<file path="config.mk">
export PLATFORM = sky130hd
export DESIGN_NAME = ibex_alu_iter_flat
export DESIGN_NICKNAME = d
export VERILOG_FILES = /design/src/rtl/ibex_alu_iter_pkg.sv /design/src/rtl/ibex_alu_iter_if.sv /design/src/rtl/ibex_alu_iter_shift_step.sv /design/src/rtl/ibex_alu_iter.sv /design/src/flat_wrapper.sv
export SDC_FILE = /design/constraint.sdc
export NUM_CORES = 1
export LEC_CHECK = 0
export ABC_CLOCK_PERIOD_IN_PS = 6400
export CORE_UTILIZATION = 40
export DETAILED_ROUTE_END_ITERATION = 10
export PLACE_DENSITY = 0.71
export SLEW_MARGIN = 30
export SYNTH_ARGS = -nofsm -noshare
export SYNTH_HDL_FRONTEND = slang
export SYNTH_SLANG_ARGS = --single-unit
</file>
<file path="constraint.sdc">
create_clock -name clk_i -period 6.4 [get_ports clk_i]
set_clock_uncertainty 0.2 [all_clocks]
set_input_delay 0.96 -clock clk_i [delete_from_list [all_inputs] [get_ports clk_i]]
set_output_delay 0.96 -clock clk_i [all_outputs]
set_load 0.01 [all_outputs]
</file>
<file path="src/rtl/ibex_alu_iter_pkg.sv">
// Shared types for the iterative Ibex ALU: operator encoding, FSM states and shifter modes.
package ibex_alu_iter_pkg;

  typedef enum logic [4:0] {
    ALU_ADD, ALU_SUB, ALU_XOR, ALU_OR, ALU_AND,
    ALU_SRA, ALU_SRL, ALU_SLL,
    ALU_LT, ALU_LTU, ALU_GE, ALU_GEU, ALU_EQ, ALU_NE, ALU_SLT, ALU_SLTU,
    ALU_ROL, ALU_ROR, ALU_MIN, ALU_MINU, ALU_MAX, ALU_MAXU,
    ALU_CLZ, ALU_CTZ, ALU_CPOP
  } alu_op_e;

  typedef enum logic [1:0] {
    ALU_ITER_IDLE,
    ALU_ITER_BUSY,
    ALU_ITER_DONE
  } alu_iter_state_e;

  typedef enum logic [1:0] {
    SHIFT_LOGIC,
    SHIFT_ARITH,
    SHIFT_ROT
  } shift_mode_e;

endpackage

</file>
<file path="src/rtl/ibex_alu_iter_if.sv">
// Request/response bundle between the EX stage (master) and the iterative ALU (slave).
interface ibex_alu_iter_if #(
  parameter int unsigned WIDTH = 32
);
  import ibex_alu_iter_pkg::*;

  logic             kill_i;
  logic             valid_i;
  logic             ready_o;
  alu_op_e          operator_i;
  logic [WIDTH-1:0] operand_a_i;
  logic [WIDTH-1:0] operand_b_i;
  logic             valid_o;
  logic             ready_i;
  logic [WIDTH-1:0] result_o;
  logic             comparison_result_o;

  modport slave (
    input  kill_i, valid_i, operator_i, operand_a_i, operand_b_i, ready_i,
    output ready_o, valid_o, result_o, comparison_result_o
  );

  modport master (
    output kill_i, valid_i, operator_i, operand_a_i, operand_b_i, ready_i,
    input  ready_o, valid_o, result_o, comparison_result_o
  );
endinterface

</file>
<file path="src/rtl/ibex_alu_iter_shift_step.sv">
// One iteration of the right shifter: shifts by up to SHIFT_STEP bits and exposes the bits
// that fall off the bottom for bit counting.
module ibex_alu_iter_shift_step
  import ibex_alu_iter_pkg::*;
#(
  parameter int unsigned WIDTH      = 32,
  parameter int unsigned SHIFT_STEP = 1,
  localparam int unsigned AmtW      = $clog2(SHIFT_STEP) + 1
) (
  input  logic [WIDTH-1:0]      i_data,
  input  logic [AmtW-1:0]       i_amt,
  input  shift_mode_e           i_mode,
  output logic [WIDTH-1:0]      o_data,
  output logic [SHIFT_STEP-1:0] o_out_bits
);

  logic [WIDTH-1:0] w_fill;

  always_comb begin
    unique case (i_mode)
      SHIFT_ARITH: w_fill = {WIDTH{i_data[WIDTH-1]}};
      SHIFT_ROT:   w_fill = i_data;
      default:     w_fill = '0;
    endcase
    // A shift by WIDTH yields zero, so amt==0 leaves the fill term empty.
    o_data = (i_data >> i_amt) | (w_fill << (WIDTH - 32'(i_amt)));
    for (int i = 0; i < int'(SHIFT_STEP); i++) begin
      o_out_bits[i] = i_data[i] & (i < int'(i_amt));
    end
  end

endmodule

</file>
<file path="src/rtl/ibex_alu_iter.sv">
// Area-reduced multi-cycle ALU: single-cycle add/logic/compare, iterative shifts and bit counts,
// valid/ready handshakes on request and result sides.
module ibex_alu_iter
  import ibex_alu_iter_pkg::*;
#(
  parameter int unsigned WIDTH      = 32,
  parameter int unsigned SHIFT_STEP = 1,
  parameter bit          RV32B      = 1'b0
) (
  input logic            clk_i,
  input logic            rst_ni,
  ibex_alu_iter_if.slave alu_bus
);

  localparam int unsigned ShW  = $clog2(WIDTH);
  localparam int unsigned CntW = ShW + 1;
  localparam int unsigned AmtW = $clog2(SHIFT_STEP) + 1;

  alu_iter_state_e r_state, w_state_next;
  alu_op_e         r_op;
  logic [WIDTH-1:0] r_opa, r_result;
  logic [CntW-1:0]  r_steps, r_cnt;
  logic [AmtW-1:0]  r_amt;
  logic             r_seen, r_cmp;

  logic w_ready, w_valid, w_accept;
  logic [WIDTH-1:0] w_a, w_b, w_a_rev, w_sum, w_simple_res, w_shift_out, w_shift_rev, w_iter_res;
  logic [WIDTH:0]   w_adder;
  logic             w_unused_adder, w_neg, w_signed, w_eq, w_ge, w_simple_cmp, w_is_cmp;
  logic             w_is_shift, w_is_count, w_go_busy, w_seen_next;
  logic [ShW-1:0]   w_shamt;
  logic [31:0]      w_rem;
  logic [CntW-1:0]  w_steps, w_cnt_next;
  logic [AmtW-1:0]  w_first_amt;
  logic [SHIFT_STEP-1:0] w_out_bits;
  shift_mode_e      w_mode;

  assign w_a = alu_bus.operand_a_i;
  assign w_b = alu_bus.operand_b_i;

  // FSM: state register
  always_ff @(posedge clk_i or negedge rst_ni) begin
    if (!rst_ni) r_state <= ALU_ITER_IDLE;
    else         r_state <= w_state_next;
  end

  // FSM: next state
  always_comb begin
    w_state_next = r_state;
    if (alu_bus.kill_i) begin
      w_state_next = ALU_ITER_IDLE;
    end else begin
      unique case (r_state)
        ALU_ITER_IDLE: if (w_accept) w_state_next = w_go_busy ? ALU_ITER_BUSY : ALU_ITER_DONE;
        ALU_ITER_BUSY: if (r_steps == CntW'(1)) w_state_next = ALU_ITER_DONE;
        ALU_ITER_DONE: begin
          if (w_accept)              w_state_next = w_go_busy ? ALU_ITER_BUSY : ALU_ITER_DONE;
          else if (alu_bus.ready_i)  w_state_next = ALU_ITER_IDLE;
        end
        default: w_state_next = ALU_ITER_IDLE;
      endcase
    end
  end

  // FSM: outputs; DONE with ready_i lets a new op in on the same edge the result leaves
  always_comb begin
    w_valid  = (r_state == ALU_ITER_DONE);
    w_ready  = (r_state == ALU_ITER_IDLE) | (w_valid & alu_bus.ready_i);
    w_accept = alu_bus.valid_i & w_ready & ~alu_bus.kill_i;
  end

  assign alu_bus.ready_o             = w_ready;
  assign alu_bus.valid_o             = w_valid;
  assign alu_bus.result_o            = r_result;
  assign alu_bus.comparison_result_o = r_cmp;

  // Adder and comparator
  assign w_neg          = (alu_bus.operator_i != ALU_ADD);
  assign w_adder        = {w_a, 1'b1} + {w_b ^ {WIDTH{w_neg}}, w_neg};
  assign w_sum          = w_adder[WIDTH:1];
  assign w_unused_adder = w_adder[0];
  assign w_signed = alu_bus.operator_i inside {ALU_LT, ALU_GE, ALU_SLT, ALU_MIN, ALU_MAX};
  assign w_eq     = (w_sum == '0);
  assign w_ge     = (w_a[WIDTH-1] == w_b[WIDTH-1]) ? ~w_sum[WIDTH-1] :
                    (w_signed ? w_b[WIDTH-1] : w_a[WIDTH-1]);
  assign w_is_cmp = alu_bus.operator_i inside {ALU_EQ, ALU_NE, ALU_GE, ALU_GEU,
                                              ALU_LT, ALU_LTU, ALU_SLT, ALU_SLTU};

  always_comb begin
    w_simple_res = '0;
    w_simple_cmp = 1'b0;
    unique case (alu_bus.operator_i)
      ALU_ADD, ALU_SUB:                   w_simple_res = w_sum;
      ALU_XOR:                            w_simple_res = w_a ^ w_b;
      ALU_OR:                             w_simple_res = w_a | w_b;
      ALU_AND:                            w_simple_res = w_a & w_b;
      ALU_SRA, ALU_SRL, ALU_SLL:          w_simple_res = w_a;
      ALU_ROL, ALU_ROR:                   if (RV32B) w_simple_res = w_a;
      ALU_EQ:                             w_simple_cmp = w_eq;
      ALU_NE:                             w_simple_cmp = ~w_eq;
      ALU_GE, ALU_GEU:                    w_simple_cmp = w_ge;
      ALU_LT, ALU_LTU, ALU_SLT, ALU_SLTU: w_simple_cmp = ~w_ge;
      ALU_MIN, ALU_MINU:                  if (RV32B) w_simple_res = w_ge ? w_b : w_a;
      ALU_MAX, ALU_MAXU:                  if (RV32B) w_simple_res = w_ge ? w_a : w_b;
      default: ;
    endcase
    if (w_is_cmp) w_simple_res = WIDTH'(w_simple_cmp);
  end

  // Iteration setup; a non-multiple amount does its remainder on the first step
  always_comb begin
    w_shamt    = w_b[ShW-1:0];
    w_is_shift = (alu_bus.operator_i inside {ALU_SRA, ALU_SRL, ALU_SLL}) |
                 (RV32B && (alu_bus.operator_i inside {ALU_ROL, ALU_ROR}));
    w_is_count = RV32B && (alu_bus.operator_i inside {ALU_CLZ, ALU_CTZ, ALU_CPOP});
    w_go_busy  = w_is_count | (w_is_shift & (w_shamt != '0));
    w_rem      = 32'(w_shamt) % SHIFT_STEP;
    if (w_is_count) begin
      w_steps     = CntW'(WIDTH / SHIFT_STEP);
      w_first_amt = AmtW'(SHIFT_STEP);
    end else begin
      w_steps     = CntW'((32'(w_shamt) + SHIFT_STEP - 1) / SHIFT_STEP);
      w_first_amt = (w_rem == 0) ? AmtW'(SHIFT_STEP) : AmtW'(w_rem);
    end
  end

  always_comb begin
    for (int i = 0; i < int'(WIDTH); i++) begin
      w_a_rev[i]     = w_a[WIDTH-1-i];
      w_shift_rev[i] = w_shift_out[WIDTH-1-i];
    end
  end

  assign w_mode = (r_op == ALU_SRA) ? SHIFT_ARITH :
                  (r_op inside {ALU_ROL, ALU_ROR}) ? SHIFT_ROT : SHIFT_LOGIC;

  ibex_alu_iter_shift_step #(
    .WIDTH      (WIDTH),
    .SHIFT_STEP (SHIFT_STEP)
  ) u_shift_step (
    .i_data     (r_opa),
    .i_amt      (r_amt),
    .i_mode     (w_mode),
    .o_data     (w_shift_out),
    .o_out_bits (w_out_bits)
  );

  // CTZ stops counting at the first 1; CLZ reuses it on the reversed operand
  always_comb begin
    w_cnt_next  = r_cnt;
    w_seen_next = r_seen;
    for (int i = 0; i < int'(SHIFT_STEP); i++) begin
      if (r_op == ALU_CPOP)                        w_cnt_next = w_cnt_next + CntW'(w_out_bits[i]);
      else if (!w_seen_next && !w_out_bits[i])     w_cnt_next = w_cnt_next + CntW'(1);
      if (w_out_bits[i]) w_seen_next = 1'b1;
    end
  end

  always_comb begin
    if (r_op inside {ALU_CLZ, ALU_CTZ, ALU_CPOP}) w_iter_res = WIDTH'(w_cnt_next);
    else if (r_op inside {ALU_SLL, ALU_ROL})      w_iter_res = w_shift_rev;
    else                                          w_iter_res = w_shift_out;
  end

  always_ff @(posedge clk_i or negedge rst_ni) begin
    if (!rst_ni) begin
      r_op     <= ALU_ADD;
      r_opa    <= '0;
      r_steps  <= '0;
      r_amt    <= AmtW'(SHIFT_STEP);
      r_cnt    <= '0;
      r_seen   <= 1'b0;
      r_result <= '0;
      r_cmp    <= 1'b0;
    end else if (w_accept) begin
      r_op    <= alu_bus.operator_i;
      r_opa   <= (alu_bus.operator_i inside {ALU_SLL, ALU_ROL, ALU_CLZ}) ? w_a_rev : w_a;
      r_steps <= w_steps;
      r_amt   <= w_first_amt;
      r_cnt   <= '0;
      r_seen  <= 1'b0;
      r_cmp   <= w_go_busy ? 1'b0 : w_simple_cmp;
      if (!w_go_busy) r_result <= w_simple_res;
    end else if (r_state == ALU_ITER_BUSY) begin
      r_opa    <= w_shift_out;
      r_steps  <= r_steps - CntW'(1);
      r_amt    <= AmtW'(SHIFT_STEP);
      r_cnt    <= w_cnt_next;
      r_seen   <= w_seen_next;
      r_result <= w_iter_res;
    end
  end

endmodule

</file>
<file path="src/flat_wrapper.sv">
// flat-port wrapper written by rule: the top's interface ports become plain ports
module ibex_alu_iter_flat import ibex_alu_iter_pkg::*;
#(
  parameter int unsigned WIDTH      = 32,
  parameter int unsigned SHIFT_STEP = 1,
  parameter bit          RV32B      = 1'b0
)
  (clk_i, rst_ni, alu_bus_kill_i, alu_bus_valid_i, alu_bus_operator_i, alu_bus_operand_a_i, alu_bus_operand_b_i, alu_bus_ready_i, alu_bus_ready_o, alu_bus_valid_o, alu_bus_result_o, alu_bus_comparison_result_o);
  ibex_alu_iter_if #(.WIDTH(WIDTH)) alu_bus_i ();
  input logic clk_i;
  input logic rst_ni;
  input wire logic [$bits(alu_bus_i.kill_i)-1:0] alu_bus_kill_i;
  input wire logic [$bits(alu_bus_i.valid_i)-1:0] alu_bus_valid_i;
  input wire logic [$bits(alu_bus_i.operator_i)-1:0] alu_bus_operator_i;
  input wire logic [$bits(alu_bus_i.operand_a_i)-1:0] alu_bus_operand_a_i;
  input wire logic [$bits(alu_bus_i.operand_b_i)-1:0] alu_bus_operand_b_i;
  input wire logic [$bits(alu_bus_i.ready_i)-1:0] alu_bus_ready_i;
  output wire logic [$bits(alu_bus_i.ready_o)-1:0] alu_bus_ready_o;
  output wire logic [$bits(alu_bus_i.valid_o)-1:0] alu_bus_valid_o;
  output wire logic [$bits(alu_bus_i.result_o)-1:0] alu_bus_result_o;
  output wire logic [$bits(alu_bus_i.comparison_result_o)-1:0] alu_bus_comparison_result_o;
  assign alu_bus_i.kill_i = alu_bus_kill_i;
  assign alu_bus_i.valid_i = alu_bus_valid_i;
  assign alu_bus_i.operator_i = alu_bus_operator_i;
  assign alu_bus_i.operand_a_i = alu_bus_operand_a_i;
  assign alu_bus_i.operand_b_i = alu_bus_operand_b_i;
  assign alu_bus_i.ready_i = alu_bus_ready_i;
  assign alu_bus_ready_o = alu_bus_i.ready_o;
  assign alu_bus_valid_o = alu_bus_i.valid_o;
  assign alu_bus_result_o = alu_bus_i.result_o;
  assign alu_bus_comparison_result_o = alu_bus_i.comparison_result_o;
  ibex_alu_iter #(.WIDTH(WIDTH), .SHIFT_STEP(SHIFT_STEP), .RV32B(RV32B)) u_core (.clk_i(clk_i), .rst_ni(rst_ni), .alu_bus(alu_bus_i));
endmodule
</file>
==> impl_metrics.ini, run 1 <==
[sta]
slew_headroom = 0.3829
max_freq_mhz = 175.8
setup_ws_ns = 0.7125
setup_violations = 0
fin_setup_tns_ns = 0
hold_violations = 0
hold_slack_ns = 0.2879
rsz0062_at_grt = no
slew_violations = 0
worstMarginPinSlew_ns = 0.9236
min_period_ns = 5.687
fin_crit_sh = 0.8887

[setup_path]
slowest_delay_ns = 0.49
critPathMaxFanout = 35
cp-start-kind = primary input
crit_chain = clkdlybuf4s50_1 -> or3_1 -> nor3_4 -> buf_12 -> xnor2_1 -> ha_1 -> o21ai_0 -> o21ai_0 -> a31oi_1 -> o31ai_1 -> xor2_1 -> or4_1 -> nor4_1 -> nand4_1 -> mux2i_1 -> nor4_1 -> a211o_1 -> o21ai_1
cp_num_buf_inv = 2
cp_top_family = simple AND/OR/NAND/NOR gates
cp_slowest_cell = or4_1
critPathKind = primary input to flip-flop
cp-end-kind = flip-flop
cp.arrival_ns = 5.69
critPathRequiredTime_ns = 6.41

[yosys]
async_flop_share = 1.000
yosys.cell_types.count = 64
ys_seq_area_frac = 0.2280
synth_edf_count = 0
synthesis.nets = 1399
avgSynthCellArea_um2 = 7.647
yosys-top-cells-count = nand2_1, ha_1, nor2_1, a21oi_1, dfrtp_1
synth_cells = 1220
synth-main-ff-cell = dfrtp_1
synth.most_common_cell = nand2_1
synth_top_area_cell = dfrtp_1
synth_top_area_share = 0.2280
synth_area_um2 = 9329
ys_ff_latch = 85
ys.warnings.count = 0
yosys-top-cells-area = dfrtp_1, ha_1, nand2_1, xnor2_1, a21oi_1

[finish]
layout-drive-gt1-share = 0.05361
fillers = 2252
stdcell_count = 1600
final_cell_area_um2 = 11080
area_delta_synth_final_pct = 18.79
diodes = 0
nNetsFinal = 1461
utilization = 0.4865

[global_routing]
track_usage = 0.2616
grt_antenna_before_repair = 0
grt_max_degree = 64
grt_pass1_wl_um = 49450
overflow = 0
grt_pass1_vias = 9128

[power]
switching_power_mw = 0.8709
power_leakage_nw = 4.508
powerDensity_nw_per_um2 = 209.1
p_seq_frac = 0.327
pwr-share-comb = 0.425
ir_worst_vdd_mv = 0.1654
p_clk_frac = 0.247
p_int_mw = 1.446
switching_share = 0.3759
power_mw = 2.317

[route]
routed-via-count = 9567
met1Wirelength_um = 13500
wire_per_inst_um = 19.50
dr_wl_met2_um = 14690
ant_nets = 0
drtIter0Drc = 858
wl_met3_um = 1731
wl_um = 31200
topRoutingLayerUsed = met4
drtPass1Iterations = 5
drc_errors = 0
viasPerCell = 5.979

[clocking]
cts_hold_buf = 0
htreeDepth = 3
cts.path.max_buffers = 2
worstSkewPairLatency_ns = 0.34
path_clk_slew_ns = 0.07
cts-root-buf = clkbuf_16
cts_tree = built
ctsResizeCount = 0
cts_setup_buffers = 0
clock-sinks = 85
cts_buffers = 9

[hold_path]
hold_path.class = flip-flop to flip-flop

[floorplan]
core-area_um2 = 22780
fp.dieH_um = 154.7
die_area_um2 = 23940
fp-row-count = 55
fp.dieW_um = 154.7
initial_utilization = 0.4096
boundaryPins = 109

[place]
dpl.cell_count = 1584
dpl-instance-area_um2 = 10760
dp_slack_ns = 0.4347
place_congestion = 0.9833
dp_hpwl_um = 23750
port-buffer-count = 108

[run]
maxCapViolations = 0

[outcome]
status = finished clean
[flip-flops by register name (all words and copies together), names as in the netlist]
register and cells:
u_core.alu_bus.comparison_result_o 1, u_core.r_cnt 6, u_core.r_op 5, u_core.r_seen 1, u_core.r_opa 32, u_core.alu_bus.result_o 32, u_core.r_state 2, u_core.r_steps 6
[cell type report]
type | instances | area (um2) | share of cell area
Clock inverter | 7 | 96.34 | 0.008694
Multi-Input combinational cell | 980 | 6680 | 0.6028
Inverter | 76 | 285.3 | 0.02574
Tap cell | 313 | 391.6 | 0.03534
Timing Repair Buffer | 130 | 1276 | 0.1152
Sequential cell | 85 | 2127 | 0.1919
Clock buffer | 9 | 225.2 | 0.02032
[worst reg2reg max path, delay by kind of cell, from the launching register on]
kind	cells	cell delay [ns]
compound gates	2	0.60
flops	1	0.46
simple gates	4	1.99
[cell usage in the layout, fill, tap and decap left out, drive strengths merged, types with 23 or more instances in the layout]
cell	synthesis	final
nand2	157	157
clkdlybuf4s50	0	107
ha	105	105
nor2	96	96
a21oi	93	93
dfrtp	85	85
inv	76	78
o21ai	67	67
xnor2	54	54
a31oi	40	40
a211oi	40	40
mux2i	32	32
o221ai	29	29
nand3	28	28
a22oi	27	27
o21a	27	27
nor3	25	25
buf	5	23
[power groups by stage]
stage	combinational, mW	sequential (mW)	clock [mW]
floorplan	0.557	0.772	0
global placement	0.955	0.762	0
detailed placement	0.974	0.765	0
CTS	0.980	0.757	0.578
global route	1.08	0.777	0.604
finish	0.985	0.758	0.573
[layer usage]
layer,track usage,up-vias
li1,-,4571
met1,0.3413,4582
met4,0.1094,0
met2,0.4370,357
met3,0.03082,57
met5,0,-
[worst paths after layout]
path                                                    startpoint                                        endpoint  slack, ns  depth (start not counted)
min                        u_core.alu_bus.result_o[19]$_DFFE_PN0P_         u_core.alu_bus.result_o[19]$_DFFE_PN0P_       0.29                          1
max                                          alu_bus_operator_i[4]  u_core.alu_bus.comparison_result_o$_DFFE_PN0P_       0.71                         18
min reg2reg                u_core.alu_bus.result_o[19]$_DFFE_PN0P_         u_core.alu_bus.result_o[19]$_DFFE_PN0P_       0.29                          1
max in group asynchronous                                   rst_ni                     u_core.r_opa[8]$_DFFE_PN0P_       4.59                          2
min in group asynchronous                                   rst_ni                   u_core.r_steps[4]$_DFFE_PN0P_       0.33                          1
max reg2reg                          u_core.r_state[1]$_DFFE_PN0P_         u_core.alu_bus.result_o[30]$_DFFE_PN0P_       3.10                          6
[kinds of logic (layout without fill, tap and decap cells)]
group | Yosys count | in the layout | share of synthesized area
buf+inv | 155 | 222 | 0.06384
flops | 85 | 85 | 0.2280
compound gates | 398 | 398 | 0.2868
fa+ha+maj | 105 | 105 | 0.1408
mux | 38 | 38 | 0.04158
xor+xnor | 62 | 62 | 0.05821
simple gates | 377 | 377 | 0.1808
(Power assumes the default switching activity.)
==> run 2: changes to the inputs <==
--- a/config.mk
+++ b/config.mk
@@ -6,9 +6,9 @@
 export NUM_CORES = 1
 export LEC_CHECK = 0
 export ABC_CLOCK_PERIOD_IN_PS = 6400
-export CORE_UTILIZATION = 40
+export CORE_UTILIZATION = 42
 export DETAILED_ROUTE_END_ITERATION = 10
-export PLACE_DENSITY = 0.71
+export PLACE_DENSITY = 0.74
 export SLEW_MARGIN = 30
 export SYNTH_ARGS = -nofsm -noshare
 export SYNTH_HDL_FRONTEND = slang
==> run 2 against run 1 <==
  * Die area shrank 4.7%
  * Non-clock buffer count grew 1
  * Clock-buffer cell count grew 1
  * Global-route usage grew 0.98 points
  * Register-to-register slack is essentially flat
  * Worst hold slack is essentially flat
  * Routed wire length shrank 2.1%
  * Utilization grew 1.9 points
  * Cell area shrank 0.53%
  * Cell count shrank 2.0%
  * Sequential share of layout area grew 0.10 points
  * Combinational power grew 0.4%
==> impl_metrics.ini, run 2 (same netlist as run 1, synthesis figures left out) <==
[setup_path]
cp-end-kind = flip-flop
critPathRequiredTime_ns = 6.40
critPathMaxFanout = 35
cp.arrival_ns = 5.77
crit_start = alu_bus_operator_i[4]
cp-start-kind = primary input
r2r_start = u_core.r_state[1]$_DFFE_PN0P_
critPathKind = primary input to flip-flop

[route]
ant_nets = 0
drtIter0Drc = 816
viasPerCell = 6.088
wire_per_inst_um = 19.47
drc_errors = 0
drtPass1Iterations = 5
routed-via-count = 9546
wl_um = 30530

[clocking]
path_clk_slew_ns = 0.07
ctsResizeCount = 0
cts_buffers = 9
cts_setup_buffers = 0
worstSkewPairLatency_ns = 0.34
cts_hold_buf = 0
htreeDepth = 3
cts-root-buf = clkbuf_16
cts.path.max_buffers = 2
cts_tree = built
clock-sinks = 85

[place]
port-buffer-count = 108
dp_hpwl_um = 23090
dpl-instance-area_um2 = 10710
dpl.cell_count = 1552
place_congestion = 0.9614

[floorplan]
fp.dieW_um = 151.0
die_area_um2 = 22810
boundaryPins = 109
initial_utilization = 0.4275
core-area_um2 = 21820
fp.dieH_um = 151.0
fp-row-count = 54

[finish]
final_cell_mix = nand2_1, clkdlybuf4s50_1, ha_1, nor2_1, a21oi_1
final_cell_area_um2 = 11020
layout-drive-gt1-share = 0.05357
fillers = 2129
stdcell_count = 1568
diodes = 0
mostFrequentLayoutCell = nand2_1
area_delta_synth_final_pct = 18.16
nNetsFinal = 1462

[sta]
hold_violations = 0
setup_violations = 0
fin_setup_tns_ns = 0
max_freq_mhz = 173.4
min_period_ns = 5.768
slew_violations = 0
worstMarginPinSlew_ns = 0.8698
slew_headroom = 0.4187
rsz0062_at_grt = no
fin_crit_sh = 0.9012

[power]
power_mw = 2.291
ir_worst_vdd_mv = 0.1982
power_leakage_nw = 4.494
powerDensity_nw_per_um2 = 207.8

[global_routing]
grt_pass1_vias = 8936
track_usage = 0.2714
overflow = 0
grt_pass1_wl_um = 48010
grt_max_degree = 65
grt_antenna_before_repair = 0

[hold_path]
hold_path.class = flip-flop to flip-flop
worstHoldStart = u_core.alu_bus.result_o[18]$_DFFE_PN0P_

[outcome]
status = finished clean

[run]
maxCapViolations = 0
-- run 2: cell types whose count changed in the layout (fill, tap and decap cells not counted), sizes merged --
cell	delta
clkinvlp	+2
bufinv	-1
buf	+1
inv	-1
clkbuf	+1
clkinv	-1
-- run 2: metrics by stage --
step,hold slack (ns),util,setup WS (ns)
after floorplan,0.2689,-,0.8989
after global placement,0.2723,0.4894,0.4327
after detailed placement,0.2794,0.4909,0.3470
after CTS,0.2934,0.5051,0.6780
after global routing,0.3079,0.5051,0.3026
final,0.2878,0.5051,0.6325
-- run 2: worst max-delay path, stage by stage --
cell             delay (ns)
clkdlybuf4s50_1        0.41
or3_1                  0.52
nor3_4                 0.21
buf_12                 0.28
xnor2_1                0.19
ha_1                   0.30
a21oi_1                0.23
o21ai_1                0.23
a221oi_1               0.36
a21oi_1                0.13
xnor2_1                0.17
or4_1                  0.53
nor4_1                 0.21
nand4_1                0.30
mux2i_1                0.20
nor4_1                 0.27
a211o_1                0.18
o21ai_1                0.06
-- run 2: routing by layer --
metal | vias to the layer above | wire, um | share of wire | GRT usage
met4 | 0 | 1265 | 0.041 | 0.1150
met2 | 367 | 14610 | 0.48 | 0.4626
met3 | 73 | 1638 | 0.054 | 0.03404
met5 | - | 0 | 0 | 0
met1 | 4532 | 13020 | 0.43 | 0.3435
li1 | 4574 | - | - | -
-- run 2: where the power goes --
part | total [mW] | switching (mW) | internal (mW)
registers | 0.759 | 0.102 | 0.657
logic | 0.989 | 0.543 | 0.446
clock network | 0.543 | 0.227 | 0.316
-- run 2: final cells by class --
| cell class | instances | area [um2] | area share |
|---|---|---|---|
| clock buffers | 10 | 239.0 | 0.02168 |
| clock inverters | 6 | 71.32 | 0.006470 |
| inverters | 76 | 285.3 | 0.02588 |
| multi-input cells | 980 | 6666 | 0.6048 |
| flip-flops and latches | 85 | 2127 | 0.1930 |
| well taps | 280 | 350.3 | 0.03178 |
| repair buffers | 131 | 1284 | 0.1165 |
-- run 2: final timing paths --
kind,to,slack [ns],cells after the start
max,u_core.alu_bus.comparison_result_o$_DFFE_PN0P_,0.63,18
min,u_core.alu_bus.result_o[18]$_DFFE_PN0P_,0.29,1
max reg2reg,u_core.alu_bus.result_o[15]$_DFFE_PN0P_,3.09,6
min reg2reg,u_core.alu_bus.result_o[18]$_DFFE_PN0P_,0.29,1
max in group asynchronous,u_core.alu_bus.result_o[21]$_DFFE_PN0P_,4.58,2
min in group asynchronous,u_core.alu_bus.result_o[0]$_DFFE_PN0P_,0.32,1
